===== src/rtl/apb_cmd_master.sv =====
// apb_cmd_master
//    Turns one valid/ready command into an APB3 SETUP/ACCESS transfer toward
//    a single completer. The result comes back on a valid/ready response
//    channel. A bounded ACCESS-phase timeout stops a stuck completer from
//    hanging the requester. Only one transfer is outstanding at a time.
//
// Ports
//    PCLK, PRESETn         clock (rising edge), async active-low reset
//    cmd_valid/cmd_ready   command handshake; cmd_ready = FSM idle
//    cmd_write/addr/wdata  command fields, sampled on acceptance only
//    rsp_valid/rsp_ready   response handshake
//    rsp_rdata             read data (0 for writes and timeouts)
//    rsp_err/rsp_timeout   PSLVERR seen or timeout / aborted by timeout
//    PSEL..PWDATA          APB requester outputs (registered)
//    PRDATA/PREADY/PSLVERR APB completer inputs
//
// state  | meaning
// -------+-------------------------------------------------------------
// IDLE   | cmd_ready high, waiting for a command
// SETUP  | PSEL=1 PENABLE=0 for exactly one cycle
// ACCESS | PSEL=PENABLE=1, waiting for PREADY or timeout
// RESP   | rsp_valid high until rsp_ready
module apb_cmd_master #(
   parameter int ADDR_WIDTH     = 16,
   parameter int DATA_WIDTH     = 32,
   parameter int TIMEOUT_CYCLES = 16
) (
   input  logic                  PCLK,
   input  logic                  PRESETn,
   input  logic                  cmd_valid,
   output logic                  cmd_ready,
   input  logic                  cmd_write,
   input  logic [ADDR_WIDTH-1:0] cmd_addr,
   input  logic [DATA_WIDTH-1:0] cmd_wdata,
   output logic                  rsp_valid,
   input  logic                  rsp_ready,
   output logic [DATA_WIDTH-1:0] rsp_rdata,
   output logic                  rsp_err,
   output logic                  rsp_timeout,
   output logic                  PSEL,
   output logic                  PENABLE,
   output logic                  PWRITE,
   output logic [ADDR_WIDTH-1:0] PADDR,
   output logic [DATA_WIDTH-1:0] PWDATA,
   input  logic [DATA_WIDTH-1:0] PRDATA,
   input  logic                  PREADY,
   input  logic                  PSLVERR
);

   // Counter holds 0..TIMEOUT_CYCLES-1; at least one bit even when disabled.
   localparam int CW        = (TIMEOUT_CYCLES > 1) ? $clog2(TIMEOUT_CYCLES) : 1;
   localparam int TC_LAST_I = (TIMEOUT_CYCLES > 0) ? TIMEOUT_CYCLES - 1 : 0;
   localparam logic [CW-1:0] TC_LAST = CW'(TC_LAST_I);

   typedef enum logic [1:0] {
      ST_IDLE   = 2'd0,
      ST_SETUP  = 2'd1,
      ST_ACCESS = 2'd2,
      ST_RESP   = 2'd3
   } state_t;

   state_t                r_state, w_state_nxt;
   logic [CW-1:0]         r_cnt, w_cnt_nxt;
   logic                  r_psel, w_psel_nxt;
   logic                  r_penable, w_penable_nxt;
   logic                  r_pwrite, w_pwrite_nxt;
   logic [ADDR_WIDTH-1:0] r_paddr, w_paddr_nxt;
   logic [DATA_WIDTH-1:0] r_pwdata, w_pwdata_nxt;
   logic                  r_rsp_valid, w_rsp_valid_nxt;
   logic [DATA_WIDTH-1:0] r_rsp_rdata, w_rsp_rdata_nxt;
   logic                  r_rsp_err, w_rsp_err_nxt;
   logic                  r_rsp_timeout, w_rsp_timeout_nxt;
   logic                  w_accept;
   logic                  w_timeout_hit;

   assign cmd_ready     = (r_state == ST_IDLE);
   assign w_accept      = cmd_valid & cmd_ready;
   // Last allowed ACCESS cycle; PREADY in this same cycle still completes normally.
   assign w_timeout_hit = (TIMEOUT_CYCLES != 0) && (r_cnt == TC_LAST);

   assign PSEL        = r_psel;
   assign PENABLE     = r_penable;
   assign PWRITE      = r_pwrite;
   assign PADDR       = r_paddr;
   assign PWDATA      = r_pwdata;
   assign rsp_valid   = r_rsp_valid;
   assign rsp_rdata   = r_rsp_rdata;
   assign rsp_err     = r_rsp_err;
   assign rsp_timeout = r_rsp_timeout;

   always_ff @(posedge PCLK or negedge PRESETn) begin
      if (!PRESETn) begin
         r_state       <= ST_IDLE;
         r_cnt         <= '0;
         r_psel        <= 1'b0;
         r_penable     <= 1'b0;
         r_pwrite      <= 1'b0;
         r_paddr       <= '0;
         r_pwdata      <= '0;
         r_rsp_valid   <= 1'b0;
         r_rsp_rdata   <= '0;
         r_rsp_err     <= 1'b0;
         r_rsp_timeout <= 1'b0;
      end else begin
         r_state       <= w_state_nxt;
         r_cnt         <= w_cnt_nxt;
         r_psel        <= w_psel_nxt;
         r_penable     <= w_penable_nxt;
         r_pwrite      <= w_pwrite_nxt;
         r_paddr       <= w_paddr_nxt;
         r_pwdata      <= w_pwdata_nxt;
         r_rsp_valid   <= w_rsp_valid_nxt;
         r_rsp_rdata   <= w_rsp_rdata_nxt;
         r_rsp_err     <= w_rsp_err_nxt;
         r_rsp_timeout <= w_rsp_timeout_nxt;
      end
   end

   always_comb begin
      w_state_nxt = r_state;
      case (r_state)
         ST_IDLE:   if (w_accept) w_state_nxt = ST_SETUP;
         ST_SETUP:  w_state_nxt = ST_ACCESS;
         ST_ACCESS: if (PREADY || w_timeout_hit) w_state_nxt = ST_RESP;
         ST_RESP:   if (rsp_ready) w_state_nxt = ST_IDLE;
         default:   w_state_nxt = ST_IDLE;
      endcase
   end

   // Next values of the registered outputs; everything holds by default so
   // the APB address/data fields keep their last values between transfers.
   always_comb begin
      w_cnt_nxt         = r_cnt;
      w_psel_nxt        = r_psel;
      w_penable_nxt     = r_penable;
      w_pwrite_nxt      = r_pwrite;
      w_paddr_nxt       = r_paddr;
      w_pwdata_nxt      = r_pwdata;
      w_rsp_valid_nxt   = r_rsp_valid;
      w_rsp_rdata_nxt   = r_rsp_rdata;
      w_rsp_err_nxt     = r_rsp_err;
      w_rsp_timeout_nxt = r_rsp_timeout;
      case (r_state)
         ST_IDLE: begin
            if (w_accept) begin
               w_psel_nxt    = 1'b1;
               w_penable_nxt = 1'b0;
               w_pwrite_nxt  = cmd_write;
               w_paddr_nxt   = cmd_addr;
               w_pwdata_nxt  = cmd_wdata;
            end
         end
         ST_SETUP: begin
            w_penable_nxt = 1'b1;
            w_cnt_nxt     = '0;
         end
         ST_ACCESS: begin
            if (PREADY) begin
               w_psel_nxt        = 1'b0;
               w_penable_nxt     = 1'b0;
               w_rsp_rdata_nxt   = r_pwrite ? '0 : PRDATA;
               w_rsp_err_nxt     = PSLVERR;
               w_rsp_timeout_nxt = 1'b0;
               w_rsp_valid_nxt   = 1'b1;
            end else if (w_timeout_hit) begin
               w_psel_nxt        = 1'b0;
               w_penable_nxt     = 1'b0;
               w_rsp_rdata_nxt   = '0;
               w_rsp_err_nxt     = 1'b1;
               w_rsp_timeout_nxt = 1'b1;
               w_rsp_valid_nxt   = 1'b1;
            end else begin
               w_cnt_nxt = r_cnt + CW'(1);
            end
         end
         ST_RESP: begin
            if (rsp_ready) w_rsp_valid_nxt = 1'b0;
         end
         default: ;
      endcase
   end

endmodule


===== config.mk =====
export PLATFORM = sky130hd
export DESIGN_NAME = apb_cmd_master
export DESIGN_NICKNAME = d
export VERILOG_FILES = /design/src/rtl/apb_cmd_master.sv
export SDC_FILE = /design/constraint.sdc
export NUM_CORES = 1
export LEC_CHECK = 0
export CORE_MARGIN = 1
export CORE_UTILIZATION = 40
export DETAILED_ROUTE_END_ITERATION = 6
export PLACE_DENSITY = 0.87
export SLEW_MARGIN = 20
export SYNTH_ARGS = -nofsm -noshare
export SYNTH_HDL_FRONTEND = slang
export SYNTH_SLANG_ARGS = --single-unit

===== constraint.sdc =====
create_clock -name PCLK -period 2 [get_ports PCLK]
set_clock_uncertainty 0.15 [all_clocks]
set_input_delay 0.4 -clock PCLK [delete_from_list [all_inputs] [get_ports PCLK]]
set_output_delay 0.4 -clock PCLK [all_outputs]
set_load 0.03 [all_outputs]

==> Flow_metrics.wiki <==
{| class="wikitable"
! Metric !! Value
|-
| Residual antenna-violating net count after detailed routing || 0
|-
| Number of buffers added by the clock tree synthesis step || 9
|-
| Post-CTS clock slew at the launch and capture registers of the worst setup and hold paths || about 0.090 ns
|-
| Number of buffer cells added on primary ports || 173
|-
| Sequential element share of the synthesized area || 0.5924
|-
| Number of hold-slack violations in the final timing report || 0
|-
| Bufs and invs on worst path || 1
|-
| Synthesized flop and latch total || 92
|-
| H-Tree Level Count || 3
|-
| Post-Synthesis Net Count || 400
|-
| Post-synthesis area per instance || 12.70 µm²
|-
| Total routing usage reported by global routing || 0.1961
|-
| Wire length of the first global-routing pass || 15550 µm
|-
| Distinct cell type count after synthesis || 30
|-
| Cell Pwr Density || ~1700 nW/µm²
|-
| Final cycle utilization of the critical path || 0.9773
|-
| Crit Path Max Fanout || 3
|-
| Worst path cell trace || clkdlybuf4s50_1
|-
| CP Data Arrival Time || 1.40 ns
|-
| Proportion of register bits with asynchronous set or reset after synthesis || 1.000
|-
| DPL Wire Length || 6963 µm
|-
| Critical path's slowest cell || clkdlybuf4s50_1
|-
| Final hold slack || roughly 0.35 ns
|-
| Clock Root Buffer || clkbuf_8
|-
| Total Negative Setup Slacks || 0 ns
|-
| Placed cell area || roughly 5800 µm²
|-
| Maximum number of pins on one net before global-route repair || between 90 and 100
|-
| Io pins || 174
|-
| Main flop type after synthesis || dfrtp_1
|-
| Status || complete, no violations
|-
| CTS tree || built
|-
| Synthesis warning total || 0
|-
| Actual transition at the worst max-transition pin || a little under 0.5 ns
|-
| Kind of start point of the critical path || register
|-
| DRC violations left || 0
|-
| Drt total wl || 9748 µm
|-
| FP Rows || 35
|-
| Final cell utilization of the core || 0.6519
|-
| RD Place Congestion || just over 0.8
|-
| Antenna diode count || 0
|-
| Area of the die || just over 10000 µm²
|-
| Count of nets after finishing || 576
|-
| Share of final-layout standard cells stronger than drive strength 1 || 0.1893
|-
| Crit path required time || between 1 and 1.5 ns
|-
| Clk Latency, worst-skew pair || approximately 0.34 ns
|-
| DR vias || a little over 3000
|-
| Setup crit end kind || output pin
|-
| Max_slew headroom || 0.6752
|-
| Violation count after the first detailed-routing iteration || 84
|-
| Area growth, synth to finish || 56.47%
|-
| Area of all placed cells without fillers || between 6000 and 7000 µm²
|-
| Hold Crit Class || register to register
|-
| Die extent in y || 100.6 µm
|-
| Number of global-route vias before repair || between 3000 and 4000
|-
| Initial cell density of the core || 0.4166
|-
| Biggest area contributors in the synthesized netlist || dfrtp_1 59%, mux2_2 15%, nand4b_1 7.2%, o21ai_0 4.2%, nand2_1 3.5%
|-
| Worst voltage drop across the vdd grid || 920.8 µV
|-
| Buffer depth of the longest clock path || 2
|-
| Area of the core || approximately 9300 µm²
|-
| Reported max-cap violation count || 0
|-
| Fraction of synthesized cell area taken by the top area cell type || 0.5924
|-
| Clock tree sinks || 92
|-
| LEAKAGE || between 2 and 3 nW
|-
| Residual overflow from global routing || 0
|-
| Post-Syn Area || just under 4000 µm²
|-
| Slew Limit Fails || 0
|-
| CP Class || register to output pin
|-
| Maximum achievable frequency || just over 0.5 GHz
|-
| Top Family by Delay on Critical Path || buffers and inverters
|-
| Routed length per instance || approximately 16 µm
|-
| Dominant cell type by area after synthesis || dfrtp_1
|-
| Via density || slightly above 5
|-
| Stage delay of the slowest cell on the critical path || 0.68 ns
|-
| Die width || about 100 µm
|-
| Period minus WS final || about 2 ns
|-
| Number of endpoints failing setup at the final stage || 0
|-
| Cells after Synth || approximately 310
|-
| Number of enable flip-flop cells after synthesis || 0
|-
| Antenna violations before repair || 0
|-
| First-pass DRT Iterations || 4
|}
what timing repair did:
action / in CTS / in global routing
gates cloned: 0 / 0
setup buffers: 0 / 2
hold buffers: 1 / 0
setup endpoints to repair: 1 / 28
hold endpoints to repair: 92 / 0
gates resized for setup: 3 / 15
area by class of cell:
class | count | area, µm²
multi-input cells | 185 | 1454
inverters | 5 | 22.52
flip-flops and latches | 92 | 2303
repair buffers | 189 | 1902
clock inverters | 6 | 113.9
well taps | 129 | 161.4
fillers | 717 | 3247
clock buffers | 9 | 123.9
layer usage:
metal,track usage,share of wire
met1,0.2457,0.39
met3,0.05548,0.073
met2,0.3203,0.51
met5,0,0
met4,0.08027,0.022
path summary, 6_finish.rpt:
check / from / end / slack, ns / depth (start not counted)
max: PSEL / PSEL / 0.05 / 1
min: rsp_rdata[19] / rsp_rdata[19] / 0.35 / 2
max reg2reg: r_state[1] / PENABLE / 0.08 / 6
min reg2reg: rsp_rdata[19] / rsp_rdata[19] / 0.35 / 2
max in group asynchronous: PRESETn / rsp_rdata[2] / 0.84 / 3
min in group asynchronous: PRESETn / rsp_rdata[29] / 0.49 / 3
cells in the final DEF, fill, tap and decap left out, drive strengths merged:
| cell | n |
|---|---|
| clkdlybuf4s50 | 162 |
| nor4 | 1 |
| nand3 | 4 |
| a2bb2oi | 1 |
| nand4b | 32 |
| o22a | 1 |
| mux2 | 52 |
| dlymetal6s2s | 8 |
| clkbuf | 9 |
| a211oi | 1 |
| a21oi | 3 |
| nand2b | 1 |
| a21boi | 2 |
| o21a | 1 |
| bufinv | 3 |
| o21ai | 33 |
| and2 | 2 |
| buf | 18 |
| nor2b | 1 |
| dfrtp | 92 |
| o22ai | 1 |
| a2111oi | 1 |
| clkinvlp | 3 |
| dlygate4sd3 | 1 |
| a221o | 2 |
| clkinv | 1 |
| a31oi | 1 |
| inv | 4 |
| nand2 | 36 |
| nor2 | 1 |
| mux2i | 1 |
| ha | 7 |
flip-flops by register name, summed over array words and instances (netlist names):
register,flops
PWDATA,32
rsp_rdata,32
PADDR,16
r_cnt,4
r_state,2
PENABLE,1
PSEL,1
PWRITE,1
rsp_err,1
rsp_timeout,1
rsp_valid,1
through the flow:
step / cells / power (mW) / setup slack, ns
2_1_floorplan: 306 / 6.570 / 0.06295
3_3_place_gp: 597 / 8.913 / -0.0006940
3_5_place_dp: 597 / 9.094 / -0.06889
4_1_cts: 613 / 10.59 / 0.004015
5_1_grt: 615 / 11.09 / -0.005991
6_report: 615 / 10.52 / 0.04549
where the power goes:
group | internal, mW | switching (mW) | leakage, nW
clock | 0.825 | 0.631 | 0.112
sequential | 2.76 | 0.505 | 1.13
combinational | 2.65 | 3.15 | 1.46
total | 6.24 | 4.28 | 2.70
logic make-up after synthesis:
group | share of synthesized area
flops | 0.5924
buf+inv | 0.03574
simple gates | 0.1211
compound gates | 0.07405
mux | 0.1542
fa+ha+maj | 0.02254
cell usage after synthesis, drive strengths merged (2+ instances only):
| cell | count |
|---|---|
| nand3 | 4 |
| buf | 12 |
| o21ai | 33 |
| nand4b | 32 |
| clkbuf | 12 |
| a21oi | 3 |
| nand2 | 36 |
| dfrtp | 92 |
| a221o | 2 |
| ha | 7 |
| inv | 5 |
| mux2 | 52 |
| and2 | 2 |
| a21boi | 2 |
(Power assumes the default switching activity.)
